### src/rtl/cordic_lut_loader.sv
// Streams the 64-entry CORDIC angle/gain LUT from a synchronous ROM into the core's write port,
// then pulses the core reset low and raises done. Optional checksum: define LUT_CHECKSUM_EN.
module cordic_lut_loader #(
    parameter int DATA_W     = 48,
    parameter int ADDR_W     = 6,
    parameter int DEPTH      = 64,
    parameter int RST_CYCLES = 2
`ifdef LUT_CHECKSUM_EN
    ,
    parameter logic [DATA_W-1:0] EXP_SUM = '0
`endif
) (
    input  logic              clk,
    input  logic              reset,
    input  logic              start,
    output logic [ADDR_W-1:0] rom_addr,
    input  logic [DATA_W-1:0] rom_data,
    output logic              wen,
    output logic [ADDR_W-1:0] index_wri,
    output logic [DATA_W-1:0] D,
    output logic              core_reset,
    output logic              busy,
    output logic              done
`ifdef LUT_CHECKSUM_EN
    ,
    output logic              checksum_err
`endif
);

    localparam int CNT_W = (RST_CYCLES > 1) ? $clog2(RST_CYCLES) : 1;
    localparam logic [ADDR_W-1:0] LAST_IDX = ADDR_W'(DEPTH - 1);
    localparam logic [ADDR_W:0]   LAST_EXT = (ADDR_W + 1)'(DEPTH - 1);

    typedef enum logic [2:0] {
        S_IDLE,
        S_PRIME,
        S_WRITE,
        S_RELEASE,
        S_DONE
    } state_t;

    state_t             state_q, state_d;
    logic               wen_q, wen_d;
    logic [ADDR_W-1:0]  index_q, index_d;
    logic [DATA_W-1:0]  data_q, data_d;
    logic [ADDR_W-1:0]  rom_addr_q, rom_addr_d;
    logic               core_reset_q, core_reset_d;
    logic               busy_q, busy_d;
    logic               done_q, done_d;
    logic [CNT_W-1:0]   rel_cnt_q, rel_cnt_d;
    logic [ADDR_W:0]    addr_ahead;
    logic               accept;
`ifdef LUT_CHECKSUM_EN
    logic [DATA_W-1:0]  sum_q, sum_d;
    logic               err_q, err_d;
`endif

    // ROM runs two addresses ahead of the write index: one cycle of ROM latency plus the D register.
    always_comb begin
        addr_ahead = {1'b0, index_q} + (ADDR_W + 1)'(3);
        if (addr_ahead > LAST_EXT) begin
            addr_ahead = LAST_EXT;
        end
    end

    always_comb begin
        state_d      = state_q;
        wen_d        = 1'b1;
        index_d      = '1;
        data_d       = data_q;
        rom_addr_d   = rom_addr_q;
        core_reset_d = 1'b1;
        busy_d       = busy_q;
        done_d       = done_q;
        rel_cnt_d    = rel_cnt_q;
        accept       = 1'b0;
        case (state_q)
            S_IDLE, S_DONE: begin
                rom_addr_d = '0;
                if (start) begin
                    accept     = 1'b1;
                    state_d    = S_PRIME;
                    busy_d     = 1'b1;
                    done_d     = 1'b0;
                    rom_addr_d = ADDR_W'(1);
                end
            end
            S_PRIME: begin
                state_d    = S_WRITE;
                wen_d      = 1'b0;
                index_d    = '0;
                data_d     = rom_data;
                rom_addr_d = ADDR_W'(2);
            end
            S_WRITE: begin
                if (index_q == LAST_IDX) begin
                    state_d      = S_RELEASE;
                    core_reset_d = 1'b0;
                    rel_cnt_d    = '0;
                    rom_addr_d   = '0;
                end else begin
                    wen_d      = 1'b0;
                    index_d    = index_q + ADDR_W'(1);
                    data_d     = rom_data;
                    rom_addr_d = addr_ahead[ADDR_W-1:0];
                end
            end
            S_RELEASE: begin
                if (rel_cnt_q == CNT_W'(RST_CYCLES - 1)) begin
                    state_d = S_DONE;
                    busy_d  = 1'b0;
                    done_d  = 1'b1;
                end else begin
                    core_reset_d = 1'b0;
                    rel_cnt_d    = rel_cnt_q + CNT_W'(1);
                end
            end
            default: begin
                state_d = S_IDLE;
            end
        endcase
    end

`ifdef LUT_CHECKSUM_EN
    // Sums the words actually presented to the core, so it checks the ROM-to-core path end to end.
    always_comb begin
        sum_d = sum_q;
        err_d = err_q;
        if (accept) begin
            sum_d = '0;
            err_d = 1'b0;
        end else if (!wen_q) begin
            sum_d = sum_q + data_q;
        end
        if (state_q == S_RELEASE && state_d == S_DONE) begin
            err_d = (sum_q != EXP_SUM);
        end
    end
`endif

    always_ff @(posedge clk) begin
        if (!reset) begin
            state_q      <= S_IDLE;
            wen_q        <= 1'b1;
            index_q      <= '1;
            data_q       <= '0;
            rom_addr_q   <= '0;
            core_reset_q <= 1'b0;
            busy_q       <= 1'b0;
            done_q       <= 1'b0;
            rel_cnt_q    <= '0;
`ifdef LUT_CHECKSUM_EN
            sum_q        <= '0;
            err_q        <= 1'b0;
`endif
        end else begin
            state_q      <= state_d;
            wen_q        <= wen_d;
            index_q      <= index_d;
            data_q       <= data_d;
            rom_addr_q   <= rom_addr_d;
            core_reset_q <= core_reset_d;
            busy_q       <= busy_d;
            done_q       <= done_d;
            rel_cnt_q    <= rel_cnt_d;
`ifdef LUT_CHECKSUM_EN
            sum_q        <= sum_d;
            err_q        <= err_d;
`endif
        end
    end

    assign rom_addr   = rom_addr_q;
    assign wen        = wen_q;
    assign index_wri  = index_q;
    assign D          = data_q;
    assign core_reset = core_reset_q;
    assign busy       = busy_q;
    assign done       = done_q;
`ifdef LUT_CHECKSUM_EN
    assign checksum_err = err_q;
`endif

endmodule

### config.mk
export PLATFORM = sky130hd
export DESIGN_NAME = cordic_lut_loader
export DESIGN_NICKNAME = d
export VERILOG_FILES = /design/src/rtl/cordic_lut_loader.sv
export SDC_FILE = /design/constraint.sdc
export NUM_CORES = 1
export LEC_CHECK = 0
export ABC_AREA = 1
export CAP_MARGIN = 30
export CORE_ASPECT_RATIO = 0.7
export CORE_MARGIN = 3
export CORE_UTILIZATION = 42
export DETAILED_ROUTE_END_ITERATION = 6
export PLACE_DENSITY = 0.84
export SLEW_MARGIN = 20
export SYNTH_ARGS = -nofsm -noshare
export SYNTH_HDL_FRONTEND = slang
export SYNTH_SLANG_ARGS = --single-unit
### constraint.sdc
create_clock -name clk -period 2.5 [get_ports clk]
set_clock_uncertainty 0.2 [all_clocks]
set_input_delay 0.5 -clock clk [delete_from_list [all_inputs] [get_ports clk]]
set_output_delay 0.5 -clock clk [all_outputs]
set_load 0.01 [all_outputs]
==> impl_results.md <==
- Area of all placed cells without fillers: 4004 sq um
- Post-DP HPWL: between 5000 and 6000 um
- Area leader, netlist: dfxtp_1
- P_int: between 0.003 and 0.004 W
- Chip height: ~73 um
- Yosys warns: 0
- Initial Util: 0.4481
- Worst setup SP type: flop
- CTS Sinks: between 60 and 70
- Post-synth top area share: 0.5125
- Multiplexer share of the synthesized area: 0
- Initial antenna violation count: 0
- Worst-path clk slew: roughly 0.07 ns
- Main combinational cell family by area after synthesis: simple AND/OR/NAND/NOR gates
- Net Sw Frac: 0.4050
- Hold buffer count at CTS: 0
- Die footprint: about 7300 sq um
- Post-synth EDFFs: 0
- Synth-to-Final Area Change: 50.73%
- Final setup viols: 0
- Logic gate share of total power: 0.531
- Clk Latency, worst-skew pair: about 0.33 ns
- Resized cells post-CTS: 0
- R2R Path Start: index_wri[0]$_SDFF_PN1_
- Min-Delay Startpoint: rom_addr[5]$_SDFFE_PN0P_
- GRT Util Overall: 0.2039
- Leading post-synthesis cells by cell area: dfxtp_1 (51%), nor2_1 (15%), o21ai_0 (8.9%), nand2_1 (5.2%), inv_1 (2.3%)
- FFs w/ async S/R, synth: 0
- First-pass GRT wire length: around 12000 um
- Syn Area/Cell: between 7 and 8 sq um
- CTS Buf Count: 9
- CP Capture Point: D[1]$_SDFFE_PN0P_
- RSZ-0062 raised after global routing: no
- Setup TNS: 0 ns
- I/O Buffers: around 110
- RePlAce Congestion: 0.8812
- Power share of the clock group: 0.142
- Maximum VDD drop: ~0.84 mV
- H-Tree Depth: 3
- Net load switching power: around 0.0024 W
- Share of cells above drive strength 1: 0.06897
- Core area: between 5000 and 6000 sq um
- Global route overflow: 0
- Root Driver: clkbuf_8
- PwrDens: ~1500 nW/um^2
- # DRC: 0
- XOR/XNOR Fraction of Synth Area: 0.01319
- Most frequent cells in the layout: clkdlybuf4s50_1 (114), nor2_1 (105), dfxtp_1 (68)
- Multi-input logic area: around 1100 sq um
- Post-Syn Nets: approximately 400
- Starting DRT DRC Count: around 110
- Post-synthesis simple-gate area fraction: 0.2529
- Fin crit share: 0.8637
- Slew headroom: 0.6849
- Layout fillers: between 500 and 600
- Sequential cell area: approximately 1400 sq um
- Routed WL: ~7300 um
- Hold crit path type: reg -> reg
- Final Hold Viols: 0
- TritonRoute pass-1 iters: 5
- Crit path launch: index_wri[0]$_SDFF_PN1_
- Critical path arrival: 2.23 ns
- Synthesized instance count: around 350
- Vias/cell: between 4 and 5
- F_max: between 0.4 and 0.5 GHz
- Internal reg-to-reg setup slack: 0.34 ns
- Ys flop type: dfxtp_1
- Yosys reg bits: a little under 70
- Status: finished, final reports clean
- Post-Syn Area: approximately 2700 sq um
- Setup CP Type: reg -> reg
- Max Slew Vio Count: 0
- Register area share after synthesis: 0.5125
- Worst Max-Slew Pin Slew: 0.4726 ns
- CTS tree: done
- # Post-CTS Setup Buffers: 0
- Die W: ~100 um
- Row cnt: 23
- Worst Path Max Fanout: 27
- Antenna-violating nets left: 0
- Largest net degree at the start of global routing: 50
- Vias in the first global route: 2384
- Io pins: between 100 and 150
- Drt wl/cell: between 10 and 15 um
- Crit path capture type: flop
- Deepest clock path buffer count: 2
- Cells on worst reg2reg path: 8
- Synth Area in Compound Gates: 0.1404
- Diodes inserted: 0
- Post-Synth Adder-Cell Area: 0.009421
- Leak: around 1.6 nW
- Flop pwr share: 0.326
- Tot Pwr: ~0.006 W
- Critical Path RT: ~2.6 ns
- Min cycle time layout: approximately 2.2 ns
- Reg-to-reg endpoint: D[1]$_SDFFE_PN0P_
- Synth cell types: 27
- Net count, final: 512
- Via count: about 2600
- MaxCap Viol Count: 0
- Most common cell after layout, fill and taps aside: clkdlybuf4s50_1
- Post-Place Cell Area: 3820 sq um
Yosys cell counts (2+ instances only):
cell      count
nor3_1        3
buf_2         6
nand2_2       3
nor2_2        2
o21ai_1      10
nor3_4        2
nand2_1      37
nor2_1      105
a21oi_1      11
xor2_1        3
o311ai_0      2
ha_1          2
dfxtp_1      68
clkbuf_1      6
nand4_1       2
inv_1        16
o21ai_0      47
buf_6         5
inv_2         3
nand3_1       6
power by group through the flow:
| stage | logic [W] | registers [W] | clock network [W] |
|---|---|---|---|
| 2_1_floorplan | 0.00167 | 0.00214 | 0 |
| 3_3_place_gp | 0.00309 | 0.00193 | 0 |
| 3_5_place_dp | 0.00317 | 0.00195 | 0 |
| 4_1_cts | 0.00318 | 0.00194 | 0.000873 |
| 5_1_grt | 0.00351 | 0.00201 | 0.000919 |
| 6_report | 0.00316 | 0.00194 | 0.000847 |
worst min path at each step:
| stage | endpoint | slack (ns) | cells after the start |
|---|---|---|---|
| 3_3_place_gp | D[38]$_SDFFE_PN0P_ | 0.26 | 2 |
| 2_1_floorplan | rel_cnt_q$_SDFFE_PN0P_ | 0.25 | 2 |
| 3_5_place_dp | rom_addr[5]$_SDFFE_PN0P_ | 0.26 | 2 |
| 6_report | rom_addr[5]$_SDFFE_PN0P_ | 0.27 | 2 |
| 4_1_cts | rom_addr[5]$_SDFFE_PN0P_ | 0.27 | 2 |
| 5_1_grt | rom_addr[5]$_SDFFE_PN0P_ | 0.30 | 2 |
metrics by stage:
| step | hold WS (ns) | std cells | utilization | setup WS, ns |
|---|---|---|---|---|
| final | 0.2742 | 539 | 0.6754 | 0.3406 |
| after global routing | 0.2980 | 539 | 0.6754 | 0.1639 |
| after CTS | 0.2736 | 539 | 0.6754 | 0.3375 |
| after detailed placement | 0.2620 | 523 | 0.6444 | 0.3457 |
| after global placement | 0.2619 | 523 | 0.6444 | 0.4418 |
| after floorplan | 0.2545 | 346 | - | 0.6556 |
sequential cells by signal, summed over array words and instances (netlist names):
register    count
rel_cnt_q       1
core_reset      1
index_wri       6
wen             1
D              48
done            1
state_q         3
busy            1
rom_addr        6
cells by family after synthesis:
logic type,Yosys count
xor gates and xnor gates,4
buffers and inverters,38
AOI/OAI and AO/OA,72
adders and majority gates,2
DFF,68
and+or+nand+nor,162
layout make-up:
type                            count  area share
Clock inverter                      5     0.01313
Multi-Input combinational cell    240      0.2759
Clock buffer                       11     0.03281
Tap cell                           75     0.02344
Timing Repair Buffer              119      0.2944
Sequential cell                    68      0.3400
Inverter                           21     0.02031
worst max-delay path, stage by stage (launching register included):
cell,delay (ns)
dfxtp_1,0.45
ha_1,0.24
nand2_2,0.10
nor3_4,0.20
nand2_2,0.11
nand2_4,0.25
buf_4,0.31
o21ai_0,0.13
nor2_1,0.11
routing by layer:
layer,global-route usage,share of wire
met2,0.3152,0.46
met4,0.07080,0.0042
met3,0.05668,0.076
met1,0.2747,0.46
met5,0,0
(Power assumes the default switching activity.)
